`config.mk`:
```
export PLATFORM = sky130hd
export DESIGN_NAME = data_mem_responder
export DESIGN_NICKNAME = d
export VERILOG_FILES = /design/src/rtl/data_mem_responder.sv
export SDC_FILE = /design/constraint.sdc
export NUM_CORES = 2
export LEC_CHECK = 0
export CAP_MARGIN = 20
export CORE_MARGIN = 2
export CORE_UTILIZATION = 48
export CTS_BUF_LIST = sky130_fd_sc_hd__clkbuf_16
export CTS_CLUSTER_DIAMETER = 150
export CTS_CLUSTER_SIZE = 16
export DETAILED_ROUTE_END_ITERATION = 10
export GPL_ROUTABILITY_DRIVEN = 0
export GPL_TIMING_DRIVEN = 0
export MAX_ROUTING_LAYER = met4
export PLACE_DENSITY = 0.76
export REMOVE_ABC_BUFFERS = 1
export SLEW_MARGIN = 20
export SYNTH_ARGS = -nofsm -noshare
export SYNTH_HDL_FRONTEND = slang
export SYNTH_SLANG_ARGS = --single-unit
export TNS_END_PERCENT = 50
```
`constraint.sdc`:
```
create_clock -name clk -period 5.8 [get_ports clk]
set_input_delay 1.16 -clock clk [delete_from_list [all_inputs] [get_ports clk]]
set_output_delay 1.16 -clock clk [all_outputs]
set_load 0.03 [all_outputs]
```
`src/rtl/data_mem_responder.sv`:
```
// Data-memory responder for the M stage: word-addressed RAM plus an MMIO block
// with an LED register, a free-running cycle counter and a compare/irq unit.
module data_mem_responder #(
    parameter int          RAM_AW  = 6,
    parameter logic [15:0] MMIO_HI = 16'hFFFF
) (
    input  logic        clk,
    input  logic        rst,
    input  logic        memwriteM,
    input  logic [31:0] aluoutM,
    input  logic [31:0] writedataM,
    output logic [31:0] readdataM,
    output logic [15:0] leds,
    output logic        irq,
    output logic        addr_err
);

    localparam logic [15:0] OFF_LED    = 16'h0000;
    localparam logic [15:0] OFF_CYCLE  = 16'h0004;
    localparam logic [15:0] OFF_CMP    = 16'h0008;
    localparam logic [15:0] OFF_STATUS = 16'h000C;
    localparam int          RAM_WORDS  = 1 << RAM_AW;

    logic [31:0]       ram_r [0:RAM_WORDS-1];
    logic [15:0]       led_r;
    logic [31:0]       cycle_r;
    logic [31:0]       cmp_r;
    logic [2:0]        status_r;

    logic              mmio_sel_s;
    logic              aligned_s;
    logic              misaligned_s;
    logic              ram_we_s;
    logic              led_we_s;
    logic              cyc_we_s;
    logic              cmp_we_s;
    logic              sts_we_s;
    logic              match_s;
    logic [RAM_AW-1:0] idx_s;
    logic [15:0]       off_s;
    logic [2:0]        sts_nxt_s;

    assign mmio_sel_s   = (aluoutM[31:16] == MMIO_HI);
    assign aligned_s    = (aluoutM[1:0] == 2'b00);
    assign misaligned_s = memwriteM & ~aligned_s;
    assign idx_s        = aluoutM[RAM_AW+1:2];
    assign off_s        = aluoutM[15:0];
    // Compare uses the pre-increment count and the CMP value held before this edge.
    assign match_s      = (cmp_r != 32'd0) && (cycle_r == cmp_r);

    // Address decode into per-target write strobes; misaligned stores go nowhere.
    always_comb begin
        ram_we_s = 1'b0;
        led_we_s = 1'b0;
        cyc_we_s = 1'b0;
        cmp_we_s = 1'b0;
        sts_we_s = 1'b0;
        if (memwriteM && aligned_s) begin
            if (mmio_sel_s) begin
                case (off_s)
                    OFF_LED:    led_we_s = 1'b1;
                    OFF_CYCLE:  cyc_we_s = 1'b1;
                    OFF_CMP:    cmp_we_s = 1'b1;
                    OFF_STATUS: sts_we_s = 1'b1;
                    default:    led_we_s = 1'b0;
                endcase
            end else begin
                ram_we_s = 1'b1;
            end
        end else begin
            ram_we_s = 1'b0;
        end
    end

    // STATUS next value: hardware set beats a same-edge write-one-to-clear.
    always_comb begin
        sts_nxt_s[0] = match_s      | (status_r[0] & ~(sts_we_s & writedataM[0]));
        sts_nxt_s[1] = misaligned_s | (status_r[1] & ~(sts_we_s & writedataM[1]));
        if (sts_we_s) begin
            sts_nxt_s[2] = writedataM[2];
        end else begin
            sts_nxt_s[2] = status_r[2];
        end
    end

    // Zero-latency load mux; a same-cycle store is not visible until the next cycle.
    always_comb begin
        readdataM = 32'd0;
        if (mmio_sel_s) begin
            case (off_s)
                OFF_LED:    readdataM = {16'd0, led_r};
                OFF_CYCLE:  readdataM = cycle_r;
                OFF_CMP:    readdataM = cmp_r;
                OFF_STATUS: readdataM = {29'd0, status_r};
                default:    readdataM = 32'd0;
            endcase
        end else begin
            readdataM = ram_r[idx_s];
        end
    end

    // RAM array has no reset, so stores land even while rst is asserted.
    always_ff @(posedge clk) begin
        if (ram_we_s) begin
            ram_r[idx_s] <= writedataM;
        end
    end

    // MMIO registers; a CYCLE write takes priority over that edge's increment.
    always_ff @(posedge clk) begin
        if (rst) begin
            led_r    <= 16'd0;
            cycle_r  <= 32'd0;
            cmp_r    <= 32'd0;
            status_r <= 3'd0;
        end else begin
            if (led_we_s) begin
                led_r <= writedataM[15:0];
            end
            if (cyc_we_s) begin
                cycle_r <= 32'd0;
            end else begin
                cycle_r <= cycle_r + 32'd1;
            end
            if (cmp_we_s) begin
                cmp_r <= writedataM;
            end
            status_r <= sts_nxt_s;
        end
    end

    assign leds     = led_r;
    assign irq      = status_r[0] & status_r[2];
    assign addr_err = status_r[1];

endmodule

```
After elaboration in Yosys (flattened, before gate mapping) --
Memories as Yosys holds them, arrays and structs flattened. Index checks and enable logic that the tools add are counted.
Operators by class: reductions and logical operators 6, multipliers 0, add/sub/neg operators 1, bitwise operators 11, shift operators 0, mux-type cells 18, eq/ne operators 5, div/mod/pow operators 0, $lt $le $gt $ge 0
Operators with widths (count):
- case mux 32 bit (4 select lines) | 1
- adder 32 x 1 -> 32 bit (second input constant) | 1
- == test 16 x 4 -> 1 bit (second input constant) | 2
- == test 32 bit | 1
- 2-to-1 mux 32 bit | 1
- nonzero test 32 bit | 1
- == test 16 bit (second input constant) | 1
- == test 16 x 3 -> 1 bit (second input constant) | 1
- zero test 16 bit | 1
- 2-to-1 mux 1 bit | 16
- bitwise AND 1 bit | 6
- NOT 1 bit | 3
- logical AND 1 bit | 2
- zero test 2 bit | 1
- OR 1 bit | 2
- OR reduction 2 bit | 1
Word-level totals: bits in registers 83, logic and storage cells 47, memories 1, bits in writable memories 2048, bits in latches 0, bits in read-only memories 0
Memory list:
- ram_r | depth 64, bits a word 32, read ports 1, clocked after Yosys merged registers in 0, write ports 1, line 24 | logic [31:0] ram_r [0:RAM_WORDS-1];

Logic depth before layout (Yosys ltp) --
depth in word-level cells 8, gate-level depth with buffers 11

Worst setup path after synthesis --
OpenSTA, ideal clock, no wires.
kind input port to flip-flop, start point input aluoutM[2], end point memory ram_r[13][0] (enable), cell stages on the path 10, required time 5.379 ns, arrival 3.952 ns, slack 1.427 ns, path buffers 6, library setup time 0.421 ns, cell sequence buf_6 buf_12 buf_6 buf_6 inv_2 nor2_1 buf_4 buf_4 nand2_1 nor2_1
RTL lines:
- start, declared | line 10 | input logic [31:0] aluoutM,
- end, declared | line 24
Straight into the memory's write port.

Worst setup path after layout --
start point input aluoutM[5], end point output readdataM[10]
Between the ends: word-level cells in the longest chain between the ends 3
RTL lines:
- branches (longest 2 deep; another with memory (64 x 32 bit))
- 2-to-1 mux 32 bit * | line 89 | if (mmio_sel_s) begin
- end, declared | line 12 | output logic [31:0] readdataM,
Mark *: on every way between the ends.

==> results.toml <==
[outcome]
run_status = "complete, but fails checks"
violations = "negative setup slack"

[synthesis]
synthArstFlopShare = 0
synth_cell_types = 77
synth.largest_area_cell = "edfxtp_1"
synth_top_area_share = 0.740
syn_inst = 4125
synth_top_cells_by_area = "edfxtp_1 74%, mux4_2 13%, dfxtp_1 2.0%"
synth_edf_count = 2048
ys_seq_area_frac = 0.760
synth.cell_area_um2 = 83100
synth_warnings = 0
ys.flop_type = "edfxtp_1"
avgSynthCellArea_um2 = 20.2
ys_ff_latch = 2131

[critical_path]
regToRegStartpoint = "cycle_r[15]$_SDFF_PP0_"
cp_max_fo = 28
worst_setup_path_start_kind = "primary input"
required_ns = 4.64
ff2ff_setup_slack_ns = 3.39
crit_path_end_kind = "output port"
critical_path_class = "primary input to output port"
critPathArrivalTime_ns = 4.78
reg2reg_to = "cycle_r[28]$_SDFF_PP0_"
r2r_cells = 6
startpoint = "aluoutM[5]"

[route]
ant_nets = 0
drc = 0
vias_per_cell = 6.86
initialDrtViolationCount = 8939
firstDrtPassIters = 6
dr_total_vias = 46100
routed_wl_um = 249000
wl_per_cell_um = 37.1

[clock_tree]
cts_hold_buf = 0
cts.sinks = 2131
cts_buffers = 151
clk_latency_ns = 0.84
htree_levels = 4
clk_pin_slew_worst_paths_ns = 0.07
cts_root_buf = "clkbuf_16"
clockBufferDepth = 3
cts_tree = "done"

[die]
row_count = 152
core-area_um2 = 172000
die_h_um = 420
ios = 117
floorplan.initialDensity = 0.483
die_w_um = 420
die_area_um2 = 177000

[placement]
place_inst = 6474
port-buffer-count = 116
hpwlAfterDp_um = 150000

[timing]
setup_viol = 9
hold_violations = 0
post-route-min-period_ns = 5.94
fin_skew_ns = 0.0307
slew_headroom = 0.233
final.setup.tns_ns = -0.502
fmax_mhz = 168
finalMaxSlewViolations = 0
tightest_slew_ns = 1.15
setup_ws_ns = -0.141
timing.final.crit_share = 1.02

[power_and_ir_drop]
p_leak_nw = 29.5
ir_drop_mv = 0.328
power_density_nw_per_um2 = 301
power_mw = 28.7

[final_layout]
postLayoutCoreUtil = 0.554
mostFrequentLayoutCell = "edfxtp_1"
area_growth_pct = 14.6
fin_cells = 6721
final_cell_mix = "2,048 x edfxtp_1, 474 x mux4_2, 213 x nand2_1, 153 x clkbuf_16, 140 x mux2i_1"
drive_above_1_share = 0.245
nets = 4416
fillCellCount = 12200

[global_route]
antenna_found_initial = 27
grt_pass1_vias = 44500
overflow = 0
grt_max_degree = 78
grtUsageTotal = 0.289
grt_pass1_wl_um = 343000

[worst_hold_path]
hold_end = "leds[9]$_SDFFE_PP0P_"
hold_path.startpoint = "leds[9]$_SDFFE_PP0P_"
min_path_cells = 2
hold_class = "register to register"

[job]
maxCapViolCount = 0
[area by class of cell]
| type | count | area [um2] | share of cell area |
|---|---|---|---|
| Clock inverter | 35 | 303 | 0.00318 |
| Timing Repair Buffer | 307 | 5310 | 0.0557 |
| Tap cell | 2310 | 2890 | 0.0303 |
| Multi-Input combinational cell | 1745 | 19700 | 0.207 |
| Clock buffer | 152 | 3800 | 0.0399 |
| Inverter | 12 | 66.3 | 0.000696 |
| Antenna cell | 29 | 72.6 | 0.000762 |
| Sequential cell | 2131 | 63200 | 0.663 |
[critical path: stages]
cell           delay, ns
buf_4               0.46
buf_12              0.34
or3b_2              0.82
nor3b_1             0.23
a31oi_2             0.43
nand4_1             0.19
o21ai_1             0.49
o21ai_0             0.22
dlygate4sd2_1       0.41
[cells in the mapped netlist (44+ instances only)]
cell type  number
nand2_1       218
dfxtp_1        83
edfxtp_1     2048
buf_2          85
buf_4          62
nand3_1        69
xnor2_1        44
a22oi_1        81
o22ai_1        48
mux4_2        474
mux2i_1       142
a21oi_1       143
o21ai_0        49
nor2_1        154
clkbuf_1       67
[worst max-delay path by stage]
| stage | slack (ns) | end | cells after the start |
|---|---|---|---|
| after global routing | -0.005 | readdataM[10] | 10 |
| final | -0.14 | readdataM[10] | 9 |
| after global placement | -44.49 | ram_r[5][18]$_DFFE_PP_ | 4 |
| after CTS | -0.05 | readdataM[4] | 11 |
| after floorplan | -0.44 | readdataM[10] | 4 |
| after detailed placement | -2.03 | readdataM[21] | 11 |
[report_power, final]
part,total [mW],switching (mW),leakage [nW],internal [mW]
Clock,9.80,5.08,2.08,4.72
Sequential,16.9,0.0132,19.1,16.9
Combinational,1.97,1.30,8.36,0.674
Total,28.7,6.39,29.5,22.3
[layer usage]
layer / vias up / global-route usage / share of wire
li1: 17500 / - / -
met1: 23600 / 0.351 / 0.33
met2: 4165 / 0.422 / 0.45
met3: 889 / 0.0896 / 0.14
met4: 0 / 0.187 / 0.079
met5: - / - / 0
[timing repair]
item / 4_1_cts / 5_1_grt
gates resized for setup: 150 / 31
endpoints found under the setup margin: 32 / 21
cloned: 15 / 1
buffers inserted: 13 / 0
pin swaps: 14 / 5
[metrics by stage]
step | cell area (um2) | hold slack [ns] | setup WS [ns]
global route | 95300 | 0.500 | -0.00483
floorplan | 81700 | 0.449 | -0.443
CTS | 95100 | 0.473 | -0.0499
finish | 95300 | 0.474 | -0.141
global placement | 85800 | 0.458 | -44.49
detailed placement | 89900 | 0.463 | -2.03
[kinds of logic (layout without fill, tap and decap cells)]
group | Yosys count | count (layout) | share of synthesized area
flip-flops | 2131 | 2131 | 0.760
other | 0 | 29 | 0
XOR/XNOR | 55 | 55 | 0.00580
AO/OA/AOI/OAI | 459 | 459 | 0.0360
multiplexers | 635 | 635 | 0.148
AND/OR/NAND/NOR | 595 | 595 | 0.0330
buffers and inverters | 249 | 506 | 0.0171
adder cells (fa/ha/maj) | 1 | 1 | 0.000151
[sequential cells by signal, indices dropped and copies added, names as in the netlist]
register	flops
cmp_r	32
cycle_r	32
leds	16
ram_r	2048
status_r	3
Power figures use the tool's default switching activity.
